<file path="config.mk">
export PLATFORM = sky130hd
export DESIGN_NAME = regfile_write_scheduler
export DESIGN_NICKNAME = d
export VERILOG_FILES = /design/src/rtl/regfile_write_scheduler_pkg.sv /design/src/rtl/rr_arbiter2.sv /design/src/rtl/regfile_write_scheduler.sv
export SDC_FILE = /design/constraint.sdc
export NUM_CORES = 1
export LEC_CHECK = 0
export BUFFER_PORTS_ARGS = -buffer_cell sky130_fd_sc_hd__buf_2
export CAP_MARGIN = 20
export CORE_ASPECT_RATIO = 0.9
export CORE_MARGIN = 5
export CORE_UTILIZATION = 42
export DETAILED_ROUTE_END_ITERATION = 16
export GPL_TIMING_DRIVEN = 0
export HOLD_SLACK_MARGIN = 0.02
export PLACE_DENSITY = 0.8
export SLEW_MARGIN = 20
export SYNTH_ARGS = -nofsm -noshare
export SYNTH_HDL_FRONTEND = slang
export SYNTH_SLANG_ARGS = --single-unit
</file>
<file path="constraint.sdc">
create_clock -name clk -period 4.3 [get_ports clk]
set_input_delay 0.215 -clock clk [delete_from_list [all_inputs] [get_ports clk]]
set_output_delay 0.215 -clock clk [all_outputs]
set_load 0.01 [all_outputs]
</file>
<file path="src/rtl/regfile_write_scheduler_pkg.sv">
// Shared definitions for the register-file write scheduler: default sizes
// and the scheduler FSM encoding.
package regfile_write_scheduler_pkg;

  localparam int DEFAULT_N    = 32;
  localparam int DEFAULT_REGS = 32;

  typedef enum logic {
    ARB   = 1'b0,
    CLEAR = 1'b1
  } state_t;

endpackage

</file>
<file path="src/rtl/rr_arbiter2.sv">
// Two-input round-robin arbiter. On a tie it grants the requester that was not
// granted last; the pointer only moves when the caller reports an acceptance.
module rr_arbiter2 (
  input  logic clk,
  input  logic reset,
  input  logic valid0,
  input  logic valid1,
  input  logic advance,
  output logic grant
);

  logic last;

  always_comb begin
    grant = 1'b0;
    if (valid0 && valid1) grant = ~last;
    else if (valid1)      grant = 1'b1;
  end

  // Reset to "req1 was last" so req0 wins the first tie.
  always_ff @(posedge clk) begin
    if (!reset)       last <= 1'b1;
    else if (advance) last <= grant;
  end

endmodule

</file>
<file path="src/rtl/regfile_write_scheduler.sv">
// Schedules two write requesters and a bulk clear (x1..xREGS-1) onto the
// single register-file write port; all write-port outputs are registered.
module regfile_write_scheduler
  import regfile_write_scheduler_pkg::*;
#(
  parameter int N    = DEFAULT_N,
  parameter int REGS = DEFAULT_REGS
) (
  input  logic                    clk,
  input  logic                    reset,
  input  logic                    req0_valid,
  input  logic [$clog2(REGS)-1:0] req0_addr,
  input  logic [N-1:0]            req0_data,
  output logic                    req0_ready,
  input  logic                    req1_valid,
  input  logic [$clog2(REGS)-1:0] req1_addr,
  input  logic [N-1:0]            req1_data,
  output logic                    req1_ready,
  input  logic                    clr_start,
  output logic                    clr_busy,
  output logic [REGS-1:0]         wr_enable,
  output logic [N-1:0]            wr_data,
  output logic                    grant_id,
  output state_t                  fsm_state
);

  localparam int AW = $clog2(REGS);
  localparam logic [REGS-1:0] ONE = REGS'(1);
  localparam logic [AW-1:0]   LAST_REG = AW'(REGS - 1);

  state_t        state;
  logic [AW-1:0] counter;
  logic          grant;
  logic          accept;
  logic          open;
  logic [AW-1:0] sel_addr;
  logic [N-1:0]  sel_data;

  // Handshake: a request transfers on a rising edge where valid and ready are
  // both high; a requester holds addr/data stable until it sees ready.
  assign open       = reset && (state == ARB) && !clr_start;
  assign req0_ready = open && req0_valid && (grant == 1'b0);
  assign req1_ready = open && req1_valid && (grant == 1'b1);
  assign accept     = req0_ready || req1_ready;
  assign sel_addr   = grant ? req1_addr : req0_addr;
  assign sel_data   = grant ? req1_data : req0_data;
  assign fsm_state  = state;

  rr_arbiter2 u_arb (
    .clk     (clk),
    .reset   (reset),
    .valid0  (req0_valid),
    .valid1  (req1_valid),
    .advance (accept),
    .grant   (grant)
  );

  always_ff @(posedge clk) begin
    if (!reset) begin
      state     <= ARB;
      wr_enable <= '0;
      wr_data   <= '0;
      grant_id  <= 1'b0;
      clr_busy  <= 1'b0;
      counter   <= AW'(1);
    end else begin
      case (state)
        ARB: begin
          if (clr_start) begin
            // x1 goes out immediately; with only two registers the clear ends here.
            state     <= (REGS > 2) ? CLEAR : ARB;
            wr_enable <= ONE << 1;
            wr_data   <= '0;
            grant_id  <= 1'b0;
            clr_busy  <= 1'b1;
            counter   <= AW'(2);
          end else if (accept) begin
            wr_enable <= (sel_addr == '0) ? '0 : (ONE << sel_addr);
            wr_data   <= sel_data;
            grant_id  <= grant;
            clr_busy  <= 1'b0;
          end else begin
            wr_enable <= '0;
            clr_busy  <= 1'b0;
          end
        end
        CLEAR: begin
          wr_enable <= ONE << counter;
          wr_data   <= '0;
          grant_id  <= 1'b0;
          clr_busy  <= 1'b1;
          counter   <= counter + AW'(1);
          if (counter == LAST_REG) state <= ARB;
        end
        default: state <= ARB;
      endcase
    end
  end

endmodule

</file>
==> results.md, run 1 <==
Synthesis:
- After synthesis the netlist holds a flip-flop and latch count of 73.
- Yosys printed 0 warnings.
- Yosys mapped a number of flops with a built-in enable equal to 0.
- Sequential elements use between 40% and 50% of the synthesized area.
- The share of async-settable or async-resettable flops after synthesis is 0%.
- The combined area of all synthesized cells is around 3500 um^2.
- The cell count after synthesis is around 400.
- Yosys mapped the design onto a little under 60 distinct sky130hd cell types.
- The post-synthesis net count is between 400 and 500.
- The most instantiated flip-flop cell in the synthesis netlist is dfxtp_1.
- Dividing the synthesized area by the synthesized cell count gives approximately 8.5 um^2.

Timing:
- Between clock sinks in the finished design, the worst skew comes to roughly 0.011 ns.
- The final-report setup violation count is 0.
- Setup repair after global routing left no endpoint under its margin.
- In the post-route analysis, the smallest setup slack over all paths is roughly 2.1 ns.
- The worst path needs roughly 2.2 ns of the cycle, external delays included.
- For the pin with the worst max-slew slack, the measured transition is roughly 0.5 ns.
- The aggregate negative setup slack is 0 ns.
- The final count of hold timing violations came to 0.
- The final max-slew violation count is 0.
- The worst-case headroom to the max-slew limit is between 60% and 70%.
- The share of the clock period used by the worst path is between 50% and 60%.
- The achievable frequency is 450 MHz.

Pwr:
- The worst voltage drop across the vdd grid is between 150 and 200 uV.
- The internal cell power is around 0.001 W.
- Combinational logic is responsible for between 10% and 20% of the overall power.
- The switching power share of the total is between 20% and 30%.
- The power density over the cells is approximately 320 nW/um^2.
- Per report_power, the clock group accounts for about 34% of the total.
- In this run the power spent charging and discharging nets is 0.000421 W.
- Of the total power, registers draw between 40% and 50%.
- The leakage power is just over 2 nW.

Die:
- The horizontal die dimension is roughly 110 um.
- The die is 96.2 um tall.
- The area of the placeable core is between 8000 and 9000 um^2.
- The initialized floorplan defines 31 standard-cell rows.
- During I/O placement, the number of pins put on the boundary was between 100 and 150.
- The initial core utilization is between 40% and 50%.
- The die covers a little over 10,000 um^2.

Cells and area:
- The proportion of layout cells with a drive suffix above 1 is 32.7%.
- The number of inserted filler cells in the final layout is 735.
- From synthesis to final layout, the design area changed by 29.2%.
- Once layout is complete, the cells apart from fillers number approximately 660.
- The number of antenna repair diodes is 0.
- The final net count is roughly 650.
- Summing all non-filler instances in the final layout gives an area of 4480 um^2.
- The share of the core filled with cells is 55.5%.

Route:
- In this run, the number of DRC markers left after iteration 0 of detailed routing was 281.
- The vias after detailed routing is around 3,700.
- In the routed design, unresolved DRC markers number 0.
- The remaining antenna violation count is 0.
- The final layout contains routed wiring with a total length of 10,900 um.
- The average via count per standard cell is 5.54.
- The detailed-router iteration count before antenna repair is 5.
- Dividing the detail-routed wire length by the instance count gives 16.3 um.

CTS:
- After clock tree synthesis, the clock-pin slew on the worst setup and hold paths is around 0.080 ns.
- Clock latency on the worst-skew pair, taken at its later pin, is ~0.34 ns.
- The number of buffers added for setup after CTS is 0.
- In this run, post-CTS repair resized a total of 0 instances.
- The number of buffers inserted during clock tree synthesis is 9.
- No sink is reached through more buffers than the 2 on the longest clock path.
- The H-tree was split into 3 levels.
- TritonCTS built the clock tree.
- The root cell of the clock tree is clkbuf_8.
- Buffers inserted to repair hold after CTS numbered 0.
- For this design, the sink count on the clock tree is 73.

Global routing:
- Entering global routing, the biggest net connects 14 pins.
- The wire length of the first global-routing pass is approximately 17,000 um.
- The number of antenna violations at the first check in global routing is 0.
- The via count of the first global-routing pass is 3,651.
- In the global route stage, overall resource usage came out at 20.9%.
- The total congestion overflow is 0.

Place:
- In this run the cell area measured after placement is between 4000 and 5000 um^2.
- At the placement stage, the worst setup path has a slack of 2.43 ns.
- Detailed placement finished with a half-perimeter wire length of 8280 um.
- The number of placed cells counting well taps is 648.
- The congestion estimate from routability-driven global placement came to about 0.95.
- The count of input and output buffers is 143.

Worst setup path:
- The biggest fanout along the worst timing path is 10.
- The arrival time at the worst endpoint is around 2 ns.
- The worst register-to-register path has a depth of 6.
- The endpoint identified for the worst register-to-register timing path is wr_enable[24].
- The kind of launch point of the worst setup path is a flop.
- The startpoint identified for the worst register-to-register timing path is fsm_state.
- The required time at the endpoint of the critical path is 4.09 ns.
- The reg-to-reg setup timing slack is 2.52 ns.
- The path type of the worst setup path is flop to output port.
- The worst setup path is captured at an output port.

Flow run:
- Max-cap violations in this run came to 0.

Hold path:
- The hold path endpoint is wr_data[25].
- The number of stages on the worst hold path is 3.
- The worst min-delay path startpoint is req1_data[25].
- The worst hold-check path type is input pin to flop.

Outcome:
- The run finished with clean final reports.
[cell families after synthesis]
group | share of synthesized area (%)
adders and majority gates | 2.53
muxes | 0.578
AOI/OAI and AO/OA | 21.5
buffers and inverters | 5.45
DFF | 42.2
and+or+nand+nor | 27.8
[cell usage after synthesis (all sizes together) (2+ instances only)]
master / n / share of area (%)
nand2: 83 / 9.0
dfxtp: 73 / 42
nor2: 43 / 4.9
a311oi: 32 / 8.1
nor2b: 21 / 3.8
buf: 18 / 3.2
clkbuf: 16 / 1.7
a21oi: 9 / 1.7
a32oi: 9 / 2.3
and2: 7 / 1.3
ha: 7 / 2.5
nand3: 7 / 1.4
a22oi: 6 / 1.3
nand4b: 6 / 1.5
o21ai: 6 / 0.97
inv: 5 / 0.54
o22ai: 5 / 0.90
a21boi: 4 / 0.97
nand2b: 4 / 0.72
nand4: 4 / 0.72
or4b: 4 / 1.3
and3: 3 / 0.54
nor3: 3 / 0.43
nor3b: 3 / 0.65
a22o: 2 / 0.51
a31o: 2 / 0.51
mux2i: 2 / 0.58
nand3b: 2 / 0.43
nor4b: 2 / 0.51
o21a: 2 / 0.43
o41ai: 2 / 0.72
[through the flow]
stage / hold slack [ns] / power, W
after detailed placement: 0.470 / 0.000954
after global placement: 0.465 / 0.000948
after CTS: 0.113 / 0.00143
after floorplan: 0.360 / 0.000859
after global routing: 0.118 / 0.00149
final: 0.128 / 0.00142
[final cells by class]
class | instances | area, um^2 | area share, %
buffer | 34 | 170 | 3.80
timing repair buffer | 143 | 716 | 16.0
tap | 99 | 124 | 2.77
sequential | 73 | 1460 | 32.6
multi-input combinational | 294 | 1820 | 40.6
clock inverter | 6 | 43.8 | 0.978
clock buffer | 10 | 128 | 2.85
inverter | 5 | 18.8 | 0.419
[state kept, by name, summed over array words and instances (netlist names)]
register / flops
grant_id: 1
wr_data: 32
counter: 5
fsm_state: 1
wr_enable: 32
clr_busy: 1
u_arb.last: 1
[routing by layer]
metal  vias to the layer above  global-route usage [%]  routed length [um]
li1                       1766                       -                   -
met1                      1708                    24.9                4530
met2                       187                    37.2                5300
met3                        16                    4.90                 869
met4                         0                    7.77                 161
met5                         -                       0                   0
[power by group through the flow]
stage	registers (W)	clock network [W]	logic (W)
after floorplan	0.000731	0	0.000128
after global placement	0.000723	0	0.000226
after detailed placement	0.000724	0	0.000230
after CTS	0.000708	0.000495	0.000231
after global routing	0.000711	0.000521	0.000255
final	0.000708	0.000480	0.000233
[critical path, stage by stage, from the launching register on]
cell      delay (ns)
dfxtp_1         0.31
buf_2           0.16
or3b_1          0.38
buf_2           0.20
clkbuf_1        0.24
nor3b_1         0.22
buf_2           0.16
[how the worst max path moves through the flow]
stage / from / endpoint / slack (ns) / cells past startpoint
2_1_floorplan: fsm_state / req0_ready / 2.56 / 5
3_3_place_gp: fsm_state / req0_ready / 2.45 / 6
3_5_place_dp: fsm_state / req0_ready / 2.43 / 6
4_1_cts: fsm_state / req0_ready / 2.05 / 6
5_1_grt: fsm_state / req0_ready / 1.92 / 6
6_report: fsm_state / req0_ready / 2.08 / 6
[placed cells by master, fill, tap and decap left out, drive strengths merged, types with 3 or more instances in the layout]
cell and instances:
a21boi 4, a21oi 9, a22oi 6, a311oi 32, a32oi 9, and2 7
and3 3, buf 161, clkbuf 26, clkinv 4, dfxtp 73, ha 7
inv 6, nand2 83, nand2b 4, nand3 7, nand4 4, nand4b 6
nor2 43, nor2b 21, nor3 3, nor3b 3, o21ai 6, o22ai 5
or4b 4
Power figures use the tool's default switching activity.
==> run 2: changes to the inputs <==
PLACE_DENSITY = 0.83   (was 0.8)
clock period = 1.9 ns   (was 4.3 ns; I/O delays follow)
==> run 2 against run 1 <==
- clock skew is 0.00071 ns lower
- sequential share of layout area fell by 2.7 points
- non-clock buffer count is 34 higher
- worst setup slack got worse by 2.0 ns
- wire length is 5.1% higher
- die area is the same
- flip-flop and latch count unchanged
- worst hold slack worse by 0.098 ns
- via count is 5.1% higher
- global-route usage is 0.77 points higher
- highest routed layer unchanged
==> results.md, run 2 (same netlist as run 1, synthesis figures left out) <==
Timing:
- The final count of hold timing violations was 0.
- After layout, the minimum clock period comes to 1.79 ns.
- Setup violations remaining at the end of the flow were counted as 0.
- The slew at the pin closest to its max-slew limit is just under 0.5 ns.
- The worst pin sits at a relative slew slack of roughly two thirds.
- Across the routed clock network, the largest skew measured is between 0.01 and 0.015 ns.
- Setup repair after global routing left no endpoint under its margin.
- Based on the critical path, the design can be clocked at up to ~560 MHz.
- Dividing the final minimum period by the clock period gives roughly 94%.
- In the final timing run, aggregate negative setup slack is 0 ns.
- The final max-slew violation count is 0.

Route:
- The detailed-router iteration count before antenna repair is 4.
- The average via count per standard cell is about 5.5.
- In this run the remaining antenna-violating nets after routing total 0.
- The total detailed-routing wirelength is between 10,000 and 15,000 um.
- The vias after detailed routing is 3,866.
- The detailed router finished its first iteration with between 200 and 300 violations.
- The total DRC errors in the routed layout is 0.
- After detailed routing, the average wire length per cell comes to about 16 um.

Global routing:
- Global routing used 21.7% of the available tracks.
- The routing usage on met3 is around 4.4%.
- The via count of the first global-routing pass is 3,764.
- Entering global routing, the biggest net connects 19 pins.
- The global routing usage on met1 is ~26%.
- In the global route stage, met2 resource usage came out at 38.7%.
- The most crowded layer after global routing is met2.
- After global routing the overflow that remains totals 0.
- The number of antenna violations at the first check in global routing is 0.
- The first global-routing pass estimated between 15,000 and 20,000 um of wire.

Pwr:
- The leakage power is approximately 2.2 nW.
- The power density over the cells is between 600 and 700 nW/um^2.
- The power share of the sequential group is 47.1%.
- IR analysis of the VDD net gives a maximum drop of approximately 380 uV.
- The combinational power share is between 10% and 20%.
- The switching power share of the total is between 20% and 30%.
- The net switching power is around 0.00096 W.
- The share of total power in the clock network is a little over a third.
- The overall power of the completed layout is 0.00341 W.
- The internal power of the cells totals 0.00245 W.

Worst setup path:
- For flop-to-flop paths, the worst setup slack is between 0.1 and 0.15 ns.
- Traced cell by cell, the critical path runs through a21boi_2 -> clkbuf_4 -> buf_4 -> buf_4 -> nor3b_2 -> buf_2.
- The most prevalent standard cell on the critical path is buf_4.
- STA classifies the critical path endpoint as an output port.
- The family of cells with the greatest summed delay on the critical path is buffers and inverters.
- STA classifies the critical path startpoint as a flop.
- The required time at the endpoint of the critical path is between 1.5 and 2 ns.
- Data arrives at the worst endpoint at approximately 1.7 ns.
- The biggest fanout along the worst timing path is 10.
- The count of buffer and inverter cells on the critical path is 4.
- The setup path with the least slack is of type flop to output port.
- The cell with the largest stage delay on the worst path is dfxtp_2.
- The worst stage delay on the critical path is between 0.3 and 0.4 ns.

Cells and area:
- The number of inserted filler cells in the final layout is 699.
- Of the cells placed in the final design, the portion with a size suffix greater than 1 is approximately a third.
- For this run, the post-layout net count is 680.
- The signed area change from the synthesized netlist to the final layout is 40.8%.
- Leaving out fill and tap cells, the most frequent cell in the layout is buf_2.
- The repair_antennas step left the layout with diodes totalling 0.
- The combined flip-flop and latch cell area is 1460 um^2.
- Summing all multi-input logic gate instances after layout gives ~1800 um^2.
- The library cells used most frequently in the layout, excluding fill and tap cells, are buf_2, nand2_1, dfxtp_1.
- The final standard cell count with taps included and fillers excluded is roughly 700.
- In the final layout, the registers with the most flip-flops are wr_data (32), wr_enable (32), counter (5).

Die:
- The horizontal die dimension is 106 um.
- The I/O pin count is between 100 and 150.
- The floorplan die area is around 10,000 um^2.
- The area of the placeable core is ~8000 um^2.
- The die is around 96 um tall.
- After floorplanning, the core was divided into 31 placement rows.
- The initial core utilization is between 40% and 50%.

CTS:
- Counting along the longest clock path gives a buffer depth of 2.
- The clock tree from TritonCTS is yes.
- The clock latency on the worst-skew pair is between 0.3 and 0.4 ns.
- In this run, CTS created clock tree buffers numbering 9.
- After clock tree synthesis, the clock-pin slew on the worst setup and hold paths is 0.08 ns.
- The deepest level of the CTS H-tree is 3.
- The cell sitting at the root of the clock tree is a clkbuf_8.
- The number of sinks driven by the clock tree is between 70 and 80.
- The number of buffers added for setup after CTS is 0.

Flow run:
- The tool flagged a number of max-cap violations equal to 0.

Outcome:
- The run finished with clean final reports.

Place:
- At the end of routability-driven placement, the weighted congestion stood at approximately 0.95.
- Once detailed placement completed, the half-perimeter wirelength came to 8090 um.
- In this run, placement finished with an instance count of 648.
- The count of input and output buffers is approximately 140.

Hold path:
- The tightest min-delay check is of the input pin to flop type.
-- run 2: power groups by stage --
stage	logic [W]	registers [W]	clock network (W)
after floorplan	0.000289	0.00165	0
after global placement	0.000504	0.00164	0
after detailed placement	0.000518	0.00164	0
after CTS	0.000579	0.00160	0.00125
after global routing	0.000639	0.00161	0.00131
final	0.000587	0.00161	0.00122
-- run 2: path summary, 6_finish.rpt --
check                                   from           end  cells past startpoint
worst min-delay path            req1_data[0]    wr_data[0]                      3
worst max-delay path              u_arb.last    req0_ready                      6
worst min register to register    wr_data[7]    wr_data[7]                      2
worst max register to register    u_arb.last  wr_enable[3]                      6
-- run 2: worst reg2reg max path: cells and delay by family, from the launching register on --
family | cells | cell delay (ns)
AND/OR/NAND/NOR | 1 | 0.24
multiplexers | 1 | 0.35
AO/OA/AOI/OAI | 2 | 0.42
buffers and inverters | 2 | 0.33
flip-flops | 1 | 0.36
-- run 2: area by class of cell --
cell class | instances | area share [%]
Multi-Input combinational cell | 294 | 37.5
Sequential cell | 73 | 30.0
Timing Repair Buffer | 179 | 22.0
Buffer | 32 | 3.49
Clock buffer | 9 | 2.54
Tap cell | 99 | 2.54
Clock inverter | 7 | 1.59
Inverter | 5 | 0.385
-- run 2: routing by layer --
metal | wire length [um] | vias to the layer above
li1 | - | 1833
met1 | 4600 | 1800
met2 | 5550 | 209
met3 | 946 | 24
met4 | 321 | 0
met5 | 0 | -
-- run 2: metrics by stage --
| step | hold slack (ns) | instance area (um^2) | setup WS, ns | util, % |
|---|---|---|---|---|
| 6_report | 0.0304 | 4880 | 0.114 | 60.5 |
| 5_1_grt | 0.0221 | 4880 | 0.00702 | 60.5 |
| 4_1_cts | 0.0203 | 4870 | 0.0311 | 60.4 |
| 3_5_place_dp | 0.368 | 4310 | 0.130 | 53.4 |
| 3_3_place_gp | 0.360 | 4310 | 0.152 | 53.4 |
| 2_1_floorplan | 0.240 | 3470 | 0.276 | - |
-- run 2: what timing repair did --
item	in CTS	in global routing
gates resized for setup	2	4
endpoints found under the setup margin	2	5
endpoints found under the hold margin	21	0
hold buffers	36	0
